[src/rtl/bus_rr_xbar_if.sv]
// rtl/bus_rr_xbar_if.sv - host and device signal bundle for the round-robin bus crossbar
interface bus_rr_xbar_if #(
  parameter int NrHosts      = 3,
  parameter int NrDevices    = 8,
  parameter int DataWidth    = 32,
  parameter int AddressWidth = 32
);
  logic [NrHosts-1:0]                      host_req_i;
  logic [NrHosts-1:0]                      host_we_i;
  logic [NrHosts-1:0][AddressWidth-1:0]    host_addr_i;
  logic [NrHosts-1:0][DataWidth/8-1:0]     host_be_i;
  logic [NrHosts-1:0][DataWidth-1:0]       host_wdata_i;
  logic [NrHosts-1:0]                      host_gnt_o;
  logic [NrHosts-1:0]                      host_rvalid_o;
  logic [NrHosts-1:0]                      host_err_o;
  logic [NrHosts-1:0][DataWidth-1:0]       host_rdata_o;

  logic [NrDevices-1:0]                    device_req_o;
  logic [NrDevices-1:0]                    device_we_o;
  logic [NrDevices-1:0][AddressWidth-1:0]  device_addr_o;
  logic [NrDevices-1:0][DataWidth/8-1:0]   device_be_o;
  logic [NrDevices-1:0][DataWidth-1:0]     device_wdata_o;
  logic [NrDevices-1:0]                    device_rvalid_i;
  logic [NrDevices-1:0]                    device_err_i;
  logic [NrDevices-1:0][DataWidth-1:0]     device_rdata_i;

  logic [NrDevices-1:0][AddressWidth-1:0]  cfg_device_addr_base;
  logic [NrDevices-1:0][AddressWidth-1:0]  cfg_device_addr_mask;

  modport slave (
    input  host_req_i, host_we_i, host_addr_i, host_be_i, host_wdata_i,
    output host_gnt_o, host_rvalid_o, host_err_o, host_rdata_o,
    output device_req_o, device_we_o, device_addr_o, device_be_o, device_wdata_o,
    input  device_rvalid_i, device_err_i, device_rdata_i,
    input  cfg_device_addr_base, cfg_device_addr_mask
  );

  modport master (
    output host_req_i, host_we_i, host_addr_i, host_be_i, host_wdata_i,
    input  host_gnt_o, host_rvalid_o, host_err_o, host_rdata_o,
    input  device_req_o, device_we_o, device_addr_o, device_be_o, device_wdata_o,
    output device_rvalid_i, device_err_i, device_rdata_i,
    output cfg_device_addr_base, cfg_device_addr_mask
  );
endinterface

[src/rtl/bus_rr_xbar.sv]
// rtl/bus_rr_xbar.sv - single-layer host/device crossbar with round-robin or fixed arbitration
// Unmapped accesses are granted and answered next cycle by an internal error responder.
module bus_rr_xbar #(
  parameter int NrHosts      = 3,
  parameter int NrDevices    = 8,
  parameter int DataWidth    = 32,
  parameter int AddressWidth = 32,
  parameter bit RoundRobin   = 1'b1
) (
  input  logic          clk_i,
  input  logic          rst_ni,
  bus_rr_xbar_if.slave  bus
);
  localparam int HostIdxW = (NrHosts > 1) ? $clog2(NrHosts) : 1;
  localparam int DevIdxW  = (NrDevices > 1) ? $clog2(NrDevices) : 1;

  logic [HostIdxW-1:0]     rr_ptr;
  logic [HostIdxW-1:0]     gnt_idx;
  logic                    gnt_valid;
  logic [AddressWidth-1:0] sel_addr;
  logic [DevIdxW-1:0]      dev_idx;
  logic                    dev_hit;

  logic                    trk_valid;
  logic [HostIdxW-1:0]     trk_host;
  logic [DevIdxW-1:0]      trk_dev;
  logic                    trk_unmapped;

  // Search starts at rr_ptr in rotating mode, at index 0 in fixed mode.
  always_comb begin
    int cand;
    gnt_valid = 1'b0;
    gnt_idx   = '0;
    cand      = 0;
    for (int k = 0; k < NrHosts; k++) begin
      cand = RoundRobin ? int'(rr_ptr) + k : k;
      if (cand >= NrHosts) cand = cand - NrHosts;
      if (!gnt_valid && bus.host_req_i[HostIdxW'(cand)]) begin
        gnt_valid = 1'b1;
        gnt_idx   = HostIdxW'(cand);
      end
    end
  end

  always_comb begin
    sel_addr = bus.host_addr_i[gnt_idx];
    dev_hit  = 1'b0;
    dev_idx  = '0;
    for (int d = 0; d < NrDevices; d++) begin
      if (!dev_hit && ((sel_addr & bus.cfg_device_addr_mask[DevIdxW'(d)])
                       == bus.cfg_device_addr_base[DevIdxW'(d)])) begin
        dev_hit = 1'b1;
        dev_idx = DevIdxW'(d);
      end
    end
  end

  always_comb begin
    bus.host_gnt_o     = '0;
    bus.device_req_o   = '0;
    bus.device_we_o    = '0;
    bus.device_addr_o  = '0;
    bus.device_be_o    = '0;
    bus.device_wdata_o = '0;
    if (gnt_valid) begin
      bus.host_gnt_o[gnt_idx] = 1'b1;
      if (dev_hit) begin
        bus.device_req_o[dev_idx]   = 1'b1;
        bus.device_we_o[dev_idx]    = bus.host_we_i[gnt_idx];
        bus.device_addr_o[dev_idx]  = sel_addr;
        bus.device_be_o[dev_idx]    = bus.host_be_i[gnt_idx];
        bus.device_wdata_o[dev_idx] = bus.host_wdata_i[gnt_idx];
      end
    end
  end

  // Device responses not matching the tracked device are never routed anywhere.
  always_comb begin
    bus.host_rvalid_o = '0;
    bus.host_err_o    = '0;
    bus.host_rdata_o  = '0;
    if (trk_valid) begin
      if (trk_unmapped) begin
        bus.host_rvalid_o[trk_host] = 1'b1;
        bus.host_err_o[trk_host]    = 1'b1;
      end else begin
        bus.host_rvalid_o[trk_host] = bus.device_rvalid_i[trk_dev];
        bus.host_err_o[trk_host]    = bus.device_err_i[trk_dev];
        bus.host_rdata_o[trk_host]  = bus.device_rdata_i[trk_dev];
      end
    end
  end

  always_ff @(posedge clk_i or negedge rst_ni) begin
    if (!rst_ni) begin
      rr_ptr       <= '0;
      trk_valid    <= 1'b0;
      trk_host     <= '0;
      trk_dev      <= '0;
      trk_unmapped <= 1'b0;
    end else begin
      trk_valid <= gnt_valid;
      if (gnt_valid) begin
        trk_host     <= gnt_idx;
        trk_dev      <= dev_idx;
        trk_unmapped <= !dev_hit;
        rr_ptr       <= (int'(gnt_idx) == NrHosts - 1) ? '0 : gnt_idx + HostIdxW'(1);
      end
    end
  end
endmodule

[src/flat_wrapper.sv]
// flat-port wrapper written by rule: the top's interface ports become plain ports
module bus_rr_xbar_flat 
#(
  parameter int NrHosts      = 3,
  parameter int NrDevices    = 8,
  parameter int DataWidth    = 32,
  parameter int AddressWidth = 32,
  parameter bit RoundRobin   = 1'b1
)
  (clk_i, rst_ni, bus_host_req_i, bus_host_we_i, bus_host_addr_i, bus_host_be_i, bus_host_wdata_i, bus_host_gnt_o, bus_host_rvalid_o, bus_host_err_o, bus_host_rdata_o, bus_device_req_o, bus_device_we_o, bus_device_addr_o, bus_device_be_o, bus_device_wdata_o, bus_device_rvalid_i, bus_device_err_i, bus_device_rdata_i, bus_cfg_device_addr_base, bus_cfg_device_addr_mask);
  bus_rr_xbar_if #(.NrHosts(NrHosts), .NrDevices(NrDevices), .DataWidth(DataWidth), .AddressWidth(AddressWidth)) bus_i ();
  input  logic clk_i;
  input  logic rst_ni;
  input wire logic [$bits(bus_i.host_req_i)-1:0] bus_host_req_i;
  input wire logic [$bits(bus_i.host_we_i)-1:0] bus_host_we_i;
  input wire logic [$bits(bus_i.host_addr_i)-1:0] bus_host_addr_i;
  input wire logic [$bits(bus_i.host_be_i)-1:0] bus_host_be_i;
  input wire logic [$bits(bus_i.host_wdata_i)-1:0] bus_host_wdata_i;
  output wire logic [$bits(bus_i.host_gnt_o)-1:0] bus_host_gnt_o;
  output wire logic [$bits(bus_i.host_rvalid_o)-1:0] bus_host_rvalid_o;
  output wire logic [$bits(bus_i.host_err_o)-1:0] bus_host_err_o;
  output wire logic [$bits(bus_i.host_rdata_o)-1:0] bus_host_rdata_o;
  output wire logic [$bits(bus_i.device_req_o)-1:0] bus_device_req_o;
  output wire logic [$bits(bus_i.device_we_o)-1:0] bus_device_we_o;
  output wire logic [$bits(bus_i.device_addr_o)-1:0] bus_device_addr_o;
  output wire logic [$bits(bus_i.device_be_o)-1:0] bus_device_be_o;
  output wire logic [$bits(bus_i.device_wdata_o)-1:0] bus_device_wdata_o;
  input wire logic [$bits(bus_i.device_rvalid_i)-1:0] bus_device_rvalid_i;
  input wire logic [$bits(bus_i.device_err_i)-1:0] bus_device_err_i;
  input wire logic [$bits(bus_i.device_rdata_i)-1:0] bus_device_rdata_i;
  input wire logic [$bits(bus_i.cfg_device_addr_base)-1:0] bus_cfg_device_addr_base;
  input wire logic [$bits(bus_i.cfg_device_addr_mask)-1:0] bus_cfg_device_addr_mask;
  assign bus_i.host_req_i = bus_host_req_i;
  assign bus_i.host_we_i = bus_host_we_i;
  assign bus_i.host_addr_i = bus_host_addr_i;
  assign bus_i.host_be_i = bus_host_be_i;
  assign bus_i.host_wdata_i = bus_host_wdata_i;
  assign bus_host_gnt_o = bus_i.host_gnt_o;
  assign bus_host_rvalid_o = bus_i.host_rvalid_o;
  assign bus_host_err_o = bus_i.host_err_o;
  assign bus_host_rdata_o = bus_i.host_rdata_o;
  assign bus_device_req_o = bus_i.device_req_o;
  assign bus_device_we_o = bus_i.device_we_o;
  assign bus_device_addr_o = bus_i.device_addr_o;
  assign bus_device_be_o = bus_i.device_be_o;
  assign bus_device_wdata_o = bus_i.device_wdata_o;
  assign bus_i.device_rvalid_i = bus_device_rvalid_i;
  assign bus_i.device_err_i = bus_device_err_i;
  assign bus_i.device_rdata_i = bus_device_rdata_i;
  assign bus_i.cfg_device_addr_base = bus_cfg_device_addr_base;
  assign bus_i.cfg_device_addr_mask = bus_cfg_device_addr_mask;
  bus_rr_xbar #(.NrHosts(NrHosts), .NrDevices(NrDevices), .DataWidth(DataWidth), .AddressWidth(AddressWidth), .RoundRobin(RoundRobin)) u_core (.clk_i(clk_i), .rst_ni(rst_ni), .bus(bus_i));
endmodule
[config.mk]
export PLATFORM = sky130hd
export DESIGN_NAME = bus_rr_xbar_flat
export DESIGN_NICKNAME = d
export VERILOG_FILES = /design/src/rtl/bus_rr_xbar_if.sv /design/src/rtl/bus_rr_xbar.sv /design/src/flat_wrapper.sv
export SDC_FILE = /design/constraint.sdc
export NUM_CORES = 1
export LEC_CHECK = 0
export ABC_CLOCK_PERIOD_IN_PS = 4300
export BUFFER_PORTS_ARGS = -buffer_cell sky130_fd_sc_hd__clkbuf_2
export CORE_AREA = 2 2 648 650
export CTS_BUF_LIST = sky130_fd_sc_hd__clkbuf_16
export DETAILED_ROUTE_END_ITERATION = 7
export DIE_AREA = 0 0 650 652
export SLEW_MARGIN = 15
export SYNTH_ARGS = -nofsm -noshare
export SYNTH_HDL_FRONTEND = slang
export SYNTH_SLANG_ARGS = --single-unit
[constraint.sdc]
create_clock -name clk_i -period 4.3 [get_ports clk_i]
set_input_delay 0.645 -clock clk_i [delete_from_list [all_inputs] [get_ports clk_i]]
set_output_delay 0.645 -clock clk_i [all_outputs]
set_load 0.01 [all_outputs]
# --- Word-level counts from Yosys, hierarchy flattened ---
# Index checks and enable logic that the tools add are counted.
classes:
  add_sub_neg: 6
  n_lt_le_gt_ge: 13
  eq_ne: 5
  n_mux: 69
  bitwise_logic: 11
  n_reduce_logical: 14
ops:
  columns: ["op", "count"]
  rows:
  - ["$mux 256", 4]
  - ["$and 256x256->256", 2]
  - ["$mux 32", 7]
  - ["$mux 96", 2]
  - ["$and 32x32->32", 5]
  - ["$bmux 32 s2", 2]
  - ["$eq 32x32->1", 4]
  - ["$and 96x96->96", 1]
  - ["$bmux 32 s3", 1]
  - ["$demux 32 s3", 1]
  - ["$demux 32 s2", 1]
  - ["$mux 8", 4]
  - ["$mux 1", 20]
  - ["$mux 2", 9]
  - ["$lt 2x4->1 const B", 4]
  - ["$mux 3", 5]
  - ["$demux 4 s3", 1]
  - ["$and 8x8->8", 1]
  - ["$bmux 1 s2", 4]
  - ["$bmux 4 s2", 1]
  - ["$logic_and 1x1->1", 8]
  - ["$mux 4", 2]
  - ["$and 3x3->3", 2]
  - ["$bmux 1 s3", 2]
  - ["other kinds (14)", 25]
word_totals:
  register_bits: 9
  inputBits: 996
  output_inout_bits: 665
  word_cells: 123

# --- Longest topological paths before layout ---
# Gate-level depths: netlist of the first run.
depth:
  ltp_word: 33
  depth_mapped: 21
  depth_no_buf: 14

# --- Worst setup path before layout of the first run ---
# No wires, ideal clock.
synth_path:
  kind: "register to output"
  from: "register u_core.rr_ptr[1]"
  to: "output bus_device_be_o[15]"
  arrival_ns: 4.071
  required_ns: 3.655
  slack_ns: -0.416
  stages_incl_launch_ff: 19
  path_buffers: 5
  path_cell_list: "dfrtp_1 > inv_1 > ha_1 > mux2_2 > nor3_1 > o32a_1 > buf_2 > buf_6 > buf_6 > buf_6 > mux2i_1 > nor3b_1 > o31a_1 > a2111oi_0 > nand4_1 > nor3_2 > nand3_2 > buf_2 > nor3_1"
synth_between:
  elab_chain_len: 33
  elab_cells_between_ends: 63
  classes_between: "5 x add/sub; 5 x order compare; 4 x eq/ne; 33 x mux; 5 x bitwise; 11 x reduce/logical"
synth_rtl:
  columns: ["element", "line_no", "source"]
  rows:
  - ["start: declaration", "bus_rr_xbar.sv:17", "logic [HostIdxW-1:0] rr_ptr;"]
  - ["start signal: assignment", "bus_rr_xbar.sv:107", "rr_ptr <= (int'(gnt_idx) == NrHosts - 1) ? '0 : gnt_idx + HostIdxW'(1);"]
  - ["parallel branches: the longest is 32 deep, another holds $add 2x1->3", null, null]
  - ["$mux 32 *", "bus_rr_xbar.sv:65", "if (gnt_valid) begin"]
  - ["end: declaration", "flat_wrapper.sv:26", "output wire logic [$bits(bus_i.device_be_o)-1:0] bus_device_be_o;"]
# Mark *: on every way between the ends. The select of a mux whose other input is x is not followed.

# --- Final worst setup path of the first run ---
layout_path:
  from: "register u_core.rr_ptr[1]"
  to: "output bus_device_addr_o[127]"
layout_between:
  elab_chain_len: 33
  elab_cells_between_ends: 61
  classes_between: "5 x add/sub; 5 x order compare; 4 x eq/ne; 31 x mux; 5 x bitwise; 11 x reduce/logical"
layout_rtl:
  columns: ["element", "line_no", "source"]
  rows:
  - ["parallel branches: the longest is 32 deep, another holds $add 2x1->3", null, null]
  - ["$mux 256 *", "bus_rr_xbar.sv:65", null]
  - ["end: declaration", "flat_wrapper.sv:25", "output wire logic [$bits(bus_i.device_addr_o)-1:0] bus_device_addr_o;"]
# Marks and branches as above.

==> results of run 1 <==
cell families after synthesis:
| logic type | synth area share [%] |
|---|---|
| other cells | 0.0313 |
| mux | 12.9 |
| simple gates | 36.0 |
| buf+inv | 23.5 |
| flops | 1.67 |
| fa+ha+maj | 0.417 |
| compound gates | 25.3 |
| xor+xnor | 0.146 |
routing by layer:
| metal | GRT usage (%) | up-vias | routed length [µm] |
|---|---|---|---|
| li1 | - | 9092 | - |
| met1 | 13.5 | 10600 | 100000 |
| met2 | 20.1 | 2061 | 125000 |
| met3 | 4.93 | 709 | 30000 |
| met4 | 4.82 | 120 | 13700 |
| met5 | 0 | - | 889 |
what timing repair did:
| action | 4_1_cts | 5_1_grt |
|---|---|---|
| pin swaps | 46 | 29 |
| cloned | 3 | 6 |
| gates resized for setup | 146 | 108 |
| buffers inserted | 30 | 14 |
| endpoints found under the setup margin | 283 | 283 |
per-stage QoR:
stage | setup TNS (ns) | hold WS [ns] | util (%) | std cells | total power [mW]
finish | -273.43 | 0.299 | 7.29 | 8844 | 19.6
CTS | -274.90 | 0.335 | 7.10 | 8764 | 19.8
global placement | -294.99 | 0.499 | 6.84 | 8729 | 18.5
global route | -306.82 | 0.321 | 7.28 | 8822 | 20.6
floorplan | -20.64 | 0.349 | - | 2129 | 5.44
detailed placement | -294.14 | 0.503 | 6.84 | 8729 | 18.4
registers in the layout, summed over array words and instances, names as in the netlist:
name and count:
u_core.trk_unmapped 1, u_core.trk_valid 1, u_core.rr_ptr 2, u_core.trk_dev 2, u_core.trk_host 2
cells in the final DEF, fill, tap and decap left out, types with 12 or more instances in the layout:
master / netlist / routed
sky130_fd_sc_hd__a32oi_1: 17 / 17
sky130_fd_sc_hd__o41ai_1: 17 / 13
sky130_fd_sc_hd__a221oi_1: 18 / 13
sky130_fd_sc_hd__conb_1: 1 / 280
sky130_fd_sc_hd__clkbuf_2: 1 / 928
sky130_fd_sc_hd__buf_12: 0 / 111
sky130_fd_sc_hd__nor2_2: 0 / 30
sky130_fd_sc_hd__diode_2: 0 / 61
sky130_fd_sc_hd__nor3_4: 0 / 20
sky130_fd_sc_hd__a21oi_1: 25 / 17
sky130_fd_sc_hd__nor2_4: 0 / 62
sky130_fd_sc_hd__inv_1: 63 / 61
sky130_fd_sc_hd__a22oi_1: 58 / 46
sky130_fd_sc_hd__nand4_1: 33 / 33
sky130_fd_sc_hd__o221ai_1: 20 / 14
sky130_fd_sc_hd__mux4_2: 34 / 34
sky130_fd_sc_hd__nand3b_1: 44 / 44
sky130_fd_sc_hd__buf_4: 282 / 433
sky130_fd_sc_hd__nand2b_1: 31 / 30
sky130_fd_sc_hd__a22o_1: 16 / 14
sky130_fd_sc_hd__nor3_2: 2 / 20
sky130_fd_sc_hd__a22oi_2: 0 / 12
sky130_fd_sc_hd__nand3_1: 27 / 25
sky130_fd_sc_hd__mux2i_1: 56 / 41
sky130_fd_sc_hd__nor2_1: 274 / 182
sky130_fd_sc_hd__nor3b_1: 16 / 13
sky130_fd_sc_hd__nor2b_1: 71 / 70
sky130_fd_sc_hd__buf_6: 3 / 48
sky130_fd_sc_hd__nand2_1: 176 / 174
sky130_fd_sc_hd__a31oi_1: 29 / 26
sky130_fd_sc_hd__o21ai_0: 85 / 80
sky130_fd_sc_hd__and2_1: 96 / 96
worst reg2reg max path, stage by stage (launching register included):
cell and delay [ns]:
sky130_fd_sc_hd__dfrtp_2 0.45, sky130_fd_sc_hd__inv_4 0.09, sky130_fd_sc_hd__ha_4 0.18, sky130_fd_sc_hd__mux2i_4 0.26, sky130_fd_sc_hd__o21ai_2 0.10, sky130_fd_sc_hd__o32a_4 0.36
sky130_fd_sc_hd__buf_12 0.16, sky130_fd_sc_hd__buf_8 0.14, sky130_fd_sc_hd__buf_12 0.13, sky130_fd_sc_hd__buf_12 0.14, sky130_fd_sc_hd__o41ai_2 0.27, sky130_fd_sc_hd__a31oi_1 0.08
sky130_fd_sc_hd__or4_4 0.59, sky130_fd_sc_hd__a2111o_1 0.35, sky130_fd_sc_hd__a211oi_4 0.21, sky130_fd_sc_hd__buf_12 0.17, sky130_fd_sc_hd__a21boi_4 0.09, sky130_fd_sc_hd__nor3b_2 0.16
sky130_fd_sc_hd__buf_4 0.16, sky130_fd_sc_hd__mux2_2 0.27
how the worst max path moves through the flow:
stage / start / end / slack, ns / depth (start not counted)
global placement: u_core.rr_ptr[1] / bus_device_wdata_o[113] / -1.30 / 21
floorplan: u_core.rr_ptr[1] / bus_device_addr_o[103] / -0.14 / 18
CTS: u_core.rr_ptr[1] / bus_device_addr_o[127] / -1.12 / 20
detailed placement: u_core.rr_ptr[1] / bus_device_wdata_o[113] / -1.33 / 21
finish: u_core.rr_ptr[1] / bus_device_addr_o[127] / -1.12 / 19
global route: u_core.rr_ptr[1] / bus_device_be_o[15] / -1.21 / 20
final cells by class:
class | count | area [µm²] | share of cell area, %
antenna | 61 | 153 | 0.503
clock buffer | 3 | 75.1 | 0.248
clock inverter | 1 | 3.75 | 0.0124
inverter | 64 | 245 | 0.809
multi-input combinational | 1667 | 11700 | 38.7
sequential | 8 | 208 | 0.685
tap | 5497 | 6880 | 22.7
timing repair buffer | 1543 | 11000 | 36.3
power breakdown:
group          total [mW]  switching, mW  leakage (nW)  internal [mW]
sequential          0.135         0.0340        0.0898          0.101
clock               0.191         0.0670        0.0427          0.124
combinational        19.3           12.6          12.2           6.75
total                19.6           12.7          12.3           6.97
==> Flow_metrics.wiki, run 1 <==
{| class="wikitable"
! Metric !! Value
|-
| Minimum clock period || 5.42 ns
|-
| Static leakage power || 12.3 nW
|-
| Maximum vdd drop || 0.713 mV
|-
| Type of the most critical hold path || input port to asynchronous set/reset pin
|-
| Ratio of cells with drive above 1 in the final layout || 56.6%
|-
| Cell family contributing the most delay on the critical path || buffers and inverters
|-
| Router iterations before antenna repair || 6
|-
| Final weighted congestion of routability-driven global placement || 1.02
|-
| Average size of a mapped cell || 6.48 µm²
|-
| Die Span X || 650 µm
|-
| Initial antenna violation count || 312
|-
| Worst slack after detailed placement || -1.33 ns
|-
| Timing-limited maximum frequency || 185 MHz
|-
| Hold Violations, Final || 0
|-
| Post-route clock period utilization || 126%
|-
| Total clock buffers created by CTS || 3
|-
| Endpoint required time on the critical path || 3.65 ns
|-
| Cell types with the largest area share after synthesis || sky130_fd_sc_hd__buf_4 18%, sky130_fd_sc_hd__nor2_1 8.6%, sky130_fd_sc_hd__mux4_2 6.4%, sky130_fd_sc_hd__nand2_1 5.5%, sky130_fd_sc_hd__and2_1 5.0%
|-
| Routed len/inst || 30.5 µm
|-
| Io pins || 1661
|-
| Setup CP Type || flip-flop to output port
|-
| Number of enable flip-flop cells after synthesis || 0
|-
| Pin count of the biggest net entering global routing || 49
|-
| Worst-margin pin slew || 0.917 ns
|-
| # rows || 237
|-
| Growth of design area from synthesis to finish || 153%
|-
| Global-route wire length before repair || 308000 µm
|-
| List of cells traversed by the critical path || inv_4 > ha_4 > mux2_4 > nor3_4 > o32a_4 > buf_12 > buf_4 > mux2_2 > a311o_1 > and4_1 > nand4_1 > nand4b_1 > buf_6 > a21boi_4 > nand3_4 > buf_12 > buf_12 > nor3_4 > clkbuf_2
|-
| Startpoint class of the critical path || flip-flop
|-
| Root buffer cell || sky130_fd_sc_hd__clkbuf_16
|-
| Maximum Capacitance Violations || 0
|-
| Reg2reg path depth || 19
|-
| Vias || 22600
|-
| Count of H-tree levels built during CTS || 1
|-
| Count of state elements after synthesis || 8
|-
| Critical path's largest stage delay || 0.46 ns
|-
| TritonCTS clock tree || built
|-
| RSZ-0062 raised after global routing || yes
|-
| Initial core utilization || 2.88%
|-
| Number of global-route vias before repair || 20000
|-
| Worst clock skew || 0.00378 ns
|-
| Vias per inst || 2.55
|-
| CTS Hold Buffers Added || 0
|-
| Setup violation total in the final timing report || 281
|-
| Chip height || 652 µm
|-
| Count of final max-slew check failures || 0
|-
| Post-synthesis sequential area ratio || 1.67%
|-
| Power density over the cells || 648 nW/µm²
|-
| Most instantiated library cell after synthesis || sky130_fd_sc_hd__buf_4
|-
| Final HPWL from detailed placement || 251000 µm
|-
| Number of DRC violations after detailed routing || 0
|-
| Critical-path maximum fanout || 8
|-
| Post-place instance area || 28500 µm²
|-
| Async set or reset register ratio after synthesis || 100%
|-
| Prevailing post-synth register cell || sky130_fd_sc_hd__dfrtp_1
|-
| Arrival time at the worst endpoint || 4.77 ns
|-
| Origin of the critical flop-to-flop path || u_core.rr_ptr[1]
|-
| Global-route usage over all layers || 12.0%
|-
| Clock input transition at the sequential cells of the worst setup and hold paths || 0.05 ns
|-
| Total core area || 416000 µm²
|-
| Violation count after the first detailed-routing iteration || 2140
|-
| Fin nets || 4287
|-
| Largest buffer count on any clock path || 2
|-
| Reg2Reg Capture Point || u_core.trk_unmapped
|-
| Port Buffers || 988
|-
| Slew Limit Headroom || 38.7%
|-
| Status || finished with violations
|-
| Setup ws final || -1.12 ns
|-
| Number of filler cells placed in the layout || 49000
|-
| Area share of the largest cell type after synthesis || 17.6%
|-
| Reg-to-reg setup timing slack || -0.20 ns
|-
| Yosys cell types || 82
|-
| Critical path buffer and inverter count || 7
|-
| Violated checks || setup timing
|-
| Area of the mapped netlist || 12000 µm²
|-
| Die Area || 424000 µm²
|-
| Crit end category || output port
|-
| Leading cell types by count after synthesis || 282 x sky130_fd_sc_hd__buf_4, 274 x sky130_fd_sc_hd__nor2_1, 176 x sky130_fd_sc_hd__nand2_1, 96 x sky130_fd_sc_hd__and2_1, 85 x sky130_fd_sc_hd__o21ai_0
|-
| Most common cell on crit path || sky130_fd_sc_hd__buf_12
|-
| Source-to-sink clock delay at the later pin of the worst-skew pair || 0.26 ns
|-
| Total routed wirelength || 270000 µm
|-
| Clock tree sinks || 8
|-
| Cell taking the most area after synthesis || sky130_fd_sc_hd__buf_4
|-
| Yosys warns || 0
|-
| GR Overflow Total || 0
|-
| Antenna Violating Nets Remaining || 0
|-
| Crit-path slowest cell || sky130_fd_sc_hd__mux2_2
|-
| Synth Instances || 1850
|-
| Final standard cell area without fillers || 30300 µm²
|}
Power figures use the tool's default switching activity.
==> inputs of run 2 (changes only) <==
--- a/config.mk
+++ b/config.mk
@@ -11,6 +11,7 @@
 export CTS_BUF_LIST = sky130_fd_sc_hd__clkbuf_16
 export DETAILED_ROUTE_END_ITERATION = 7
 export DIE_AREA = 0 0 650 652
+export SKIP_LAST_GASP = 1
 export SLEW_MARGIN = 15
 export SYNTH_ARGS = -nofsm -noshare
 export SYNTH_HDL_FRONTEND = slang
==> run 2 against run 1 <==
Compared with the run above: the run still ends with setup timing left; critical path depth stayed put; fmax is 0.15% lower; sequential share of layout area hardly changed; combinational power hardly changed; final cell count is 0.12% lower; sequential cell count stayed put; worst setup slack worse by 0.0081 ns; hold slack worse by 0.00082 ns; clock skew hardly changed; critical endpoint unchanged; global-route usage hardly changed; total power is 0.34% lower.
==> Flow_metrics.wiki, run 2 (synthesis gave the netlist of run 1 again) <==
{| class="wikitable"
! Metric !! Value
|-
| Total core area || 416000 µm²
|-
| Arrival time at the worst endpoint || 4.78 ns
|-
| Number of DRC violations after detailed routing || 0
|-
| Port Buffers || 988
|-
| Post-route clock period utilization || 126%
|-
| Slew Limit Headroom || 42.8%
|-
| Final standard cell area without fillers || 30000 µm²
|-
| Routed len/inst || 30.4 µm
|-
| Violation count after the first detailed-routing iteration || 2356
|-
| Min Hold Slack || 0.298 ns
|-
| Setup violation total in the final timing report || 281
|-
| Count of final max-slew check failures || 0
|-
| Setup ws final || -1.13 ns
|-
| Critical-path maximum fanout || 6
|-
| Post-place instance area || 28500 µm²
|-
| Io pins || 1661
|-
| Total routed wirelength || 269000 µm
|-
| Growth of design area from synthesis to finish || 150%
|-
| Most used cells in the layout excluding fill and tap cells || 952 x sky130_fd_sc_hd__clkbuf_2, 443 x sky130_fd_sc_hd__buf_4, 280 x sky130_fd_sc_hd__conb_1, 191 x sky130_fd_sc_hd__nor2_1, 174 x sky130_fd_sc_hd__nand2_1
|-
| Final HPWL from detailed placement || 251000 µm
|-
| Vias || 22400
|-
| Source-to-sink clock delay at the later pin of the worst-skew pair || 0.26 ns
|-
| Status || finished with violations
|-
| Number of filler cells placed in the layout || 49100
|-
| RSZ-0062 raised after global routing || yes
|-
| Global-route wire length before repair || 308000 µm
|-
| Maximum Capacitance Violations || 0
|-
| Final weighted congestion of routability-driven global placement || 1.02
|-
| List of cells traversed by the critical path || inv_4 > ha_4 > mux2_4 > nor3_4 > buf_4 > o32ai_4 > buf_4 > buf_6 > or4_1 > o21ai_0 > nand3_1 > o31ai_4 > nand4_1 > nor3_4 > nand3_4 > buf_12 > buf_12 > nor3_4 > clkbuf_2
|-
| Critical path's largest stage delay || 0.59 ns
|-
| Hold Violations, Final || 0
|-
| Reg2reg path depth || 19
|-
| Pin count of the biggest net entering global routing || 49
|-
| Startpoint class of the critical path || flip-flop
|-
| Die Area || 424000 µm²
|-
| Crit end category || output port
|-
| Power density over the cells || 654 nW/µm²
|-
| Worst clock skew || 0.00366 ns
|-
| Clock tree sinks || 8
|-
| Die Span X || 650 µm
|-
| Router iterations before antenna repair || 6
|-
| # rows || 237
|-
| GR Overflow Total || 0
|-
| Global-route usage over all layers || 12.0%
|-
| Total clock buffers created by CTS || 3
|-
| Ratio of cells with drive above 1 in the final layout || 56.2%
|-
| TritonCTS clock tree || built
|-
| Most common library cell in the layout ignoring fill and taps || sky130_fd_sc_hd__clkbuf_2
|-
| Clock input transition at the sequential cells of the worst setup and hold paths || 0.05 ns
|-
| Setup CP Type || flip-flop to output port
|-
| Largest buffer count on any clock path || 2
|-
| Count of H-tree levels built during CTS || 1
|-
| Violated checks || setup timing
|-
| Pwr Total || 19.6 mW
|-
| Worst-margin pin slew || 0.857 ns
|-
| Initial core utilization || 2.88%
|-
| Fin nets || 4280
|-
| Timing-limited maximum frequency || 184 MHz
|-
| Root buffer cell || sky130_fd_sc_hd__clkbuf_16
|-
| Maximum vdd drop || 0.723 mV
|-
| Most common cell on crit path || sky130_fd_sc_hd__nor3_4
|-
| CTS Hold Buffers Added || 0
|-
| Vias per inst || 2.54
|-
| Chip height || 652 µm
|-
| Antenna Violating Nets Remaining || 0
|-
| Largest registers || u_core.rr_ptr x2, u_core.trk_dev x2, u_core.trk_host x2
|-
| Minimum clock period || 5.43 ns
|-
| Static leakage power || 12.1 nW
|-
| Crit-path slowest cell || sky130_fd_sc_hd__or4_1
|-
| Endpoint required time on the critical path || 3.65 ns
|-
| Reg-to-reg setup timing slack || -0.20 ns
|-
| Accumulated negative setup slack || -281.20 ns
|-
| Number of global-route vias before repair || 20000
|-
| Type of the most critical hold path || input port to asynchronous set/reset pin
|-
| Initial antenna violation count || 312
|}
[run 2: changes by cell type in the layout (fill, tap and decap cells not counted), moves of 7 or more]
cell                       change
sky130_fd_sc_hd__buf_6        -24
sky130_fd_sc_hd__clkbuf_2     +24
sky130_fd_sc_hd__buf_4        +10
sky130_fd_sc_hd__nor2_1        +9
sky130_fd_sc_hd__nor2_2        -7
[run 2: layer usage]
layer / track usage [%] / up-vias / part of all wire (%)
met5: 0 / - / 0.35
met4: 5.16 / 124 / 5.1
met3: 5.09 / 716 / 11
met2: 20.0 / 2071 / 46
met1: 13.4 / 10500 / 37
li1: - / 9067 / -
[run 2: timing repair]
item,in CTS,in global routing
buffers inserted,30,12
gates cloned,3,1
pin swaps,46,27
resized for setup,134,46
endpoints found under the setup margin,283,283
[run 2: cell type report]
cell class | count | area [µm²] | area share, %
antenna | 57 | 143 | 0.476
clock buffer | 3 | 75.1 | 0.251
clock inverter | 1 | 3.75 | 0.0125
inverter | 64 | 245 | 0.819
multi-input combinational | 1667 | 11700 | 39.1
sequential | 8 | 208 | 0.693
tap | 5497 | 6880 | 23.0
timing repair buffer | 1536 | 10700 | 35.7
[run 2: critical path, delay by kind of cell (launching register included)]
family	cells	cell delay [ns]
AOI/OAI and AO/OA	3	0.58
adders and majority gates	1	0.18
buffers and inverters	7	1.05
DFF	1	0.45
muxes	1	0.33
and+or+nand+nor	7	1.86
[run 2: worst paths after layout]
check / to / startpoint
worst max-delay path: bus_device_addr_o[127] / u_core.rr_ptr[1]
worst min-delay path: u_core.trk_dev[0] / rst_ni
worst max register to register: u_core.trk_unmapped / u_core.rr_ptr[1]
worst min register to register: u_core.trk_host[0] / u_core.trk_host[0]
max in group asynchronous: u_core.trk_dev[0] / rst_ni
min in group clk_i: u_core.trk_host[0] / u_core.trk_host[0]
[run 2: power breakdown]
part	switching, mW	leakage, nW	internal (mW)
sequential	0.0345	0.0898	0.101
combinational	12.5	12.0	6.72
clock	0.0669	0.0427	0.124
total	12.6	12.1	6.95
[run 2: metrics by stage]
step	utilization, %	setup slack (ns)	cells
3_5_place_dp	6.84	-1.33	8729
5_1_grt	7.19	-1.21	8813
6_report	7.20	-1.13	8833
3_3_place_gp	6.84	-1.30	8729
4_1_cts	7.09	-1.12	8764
2_1_floorplan	-	-0.139	2129
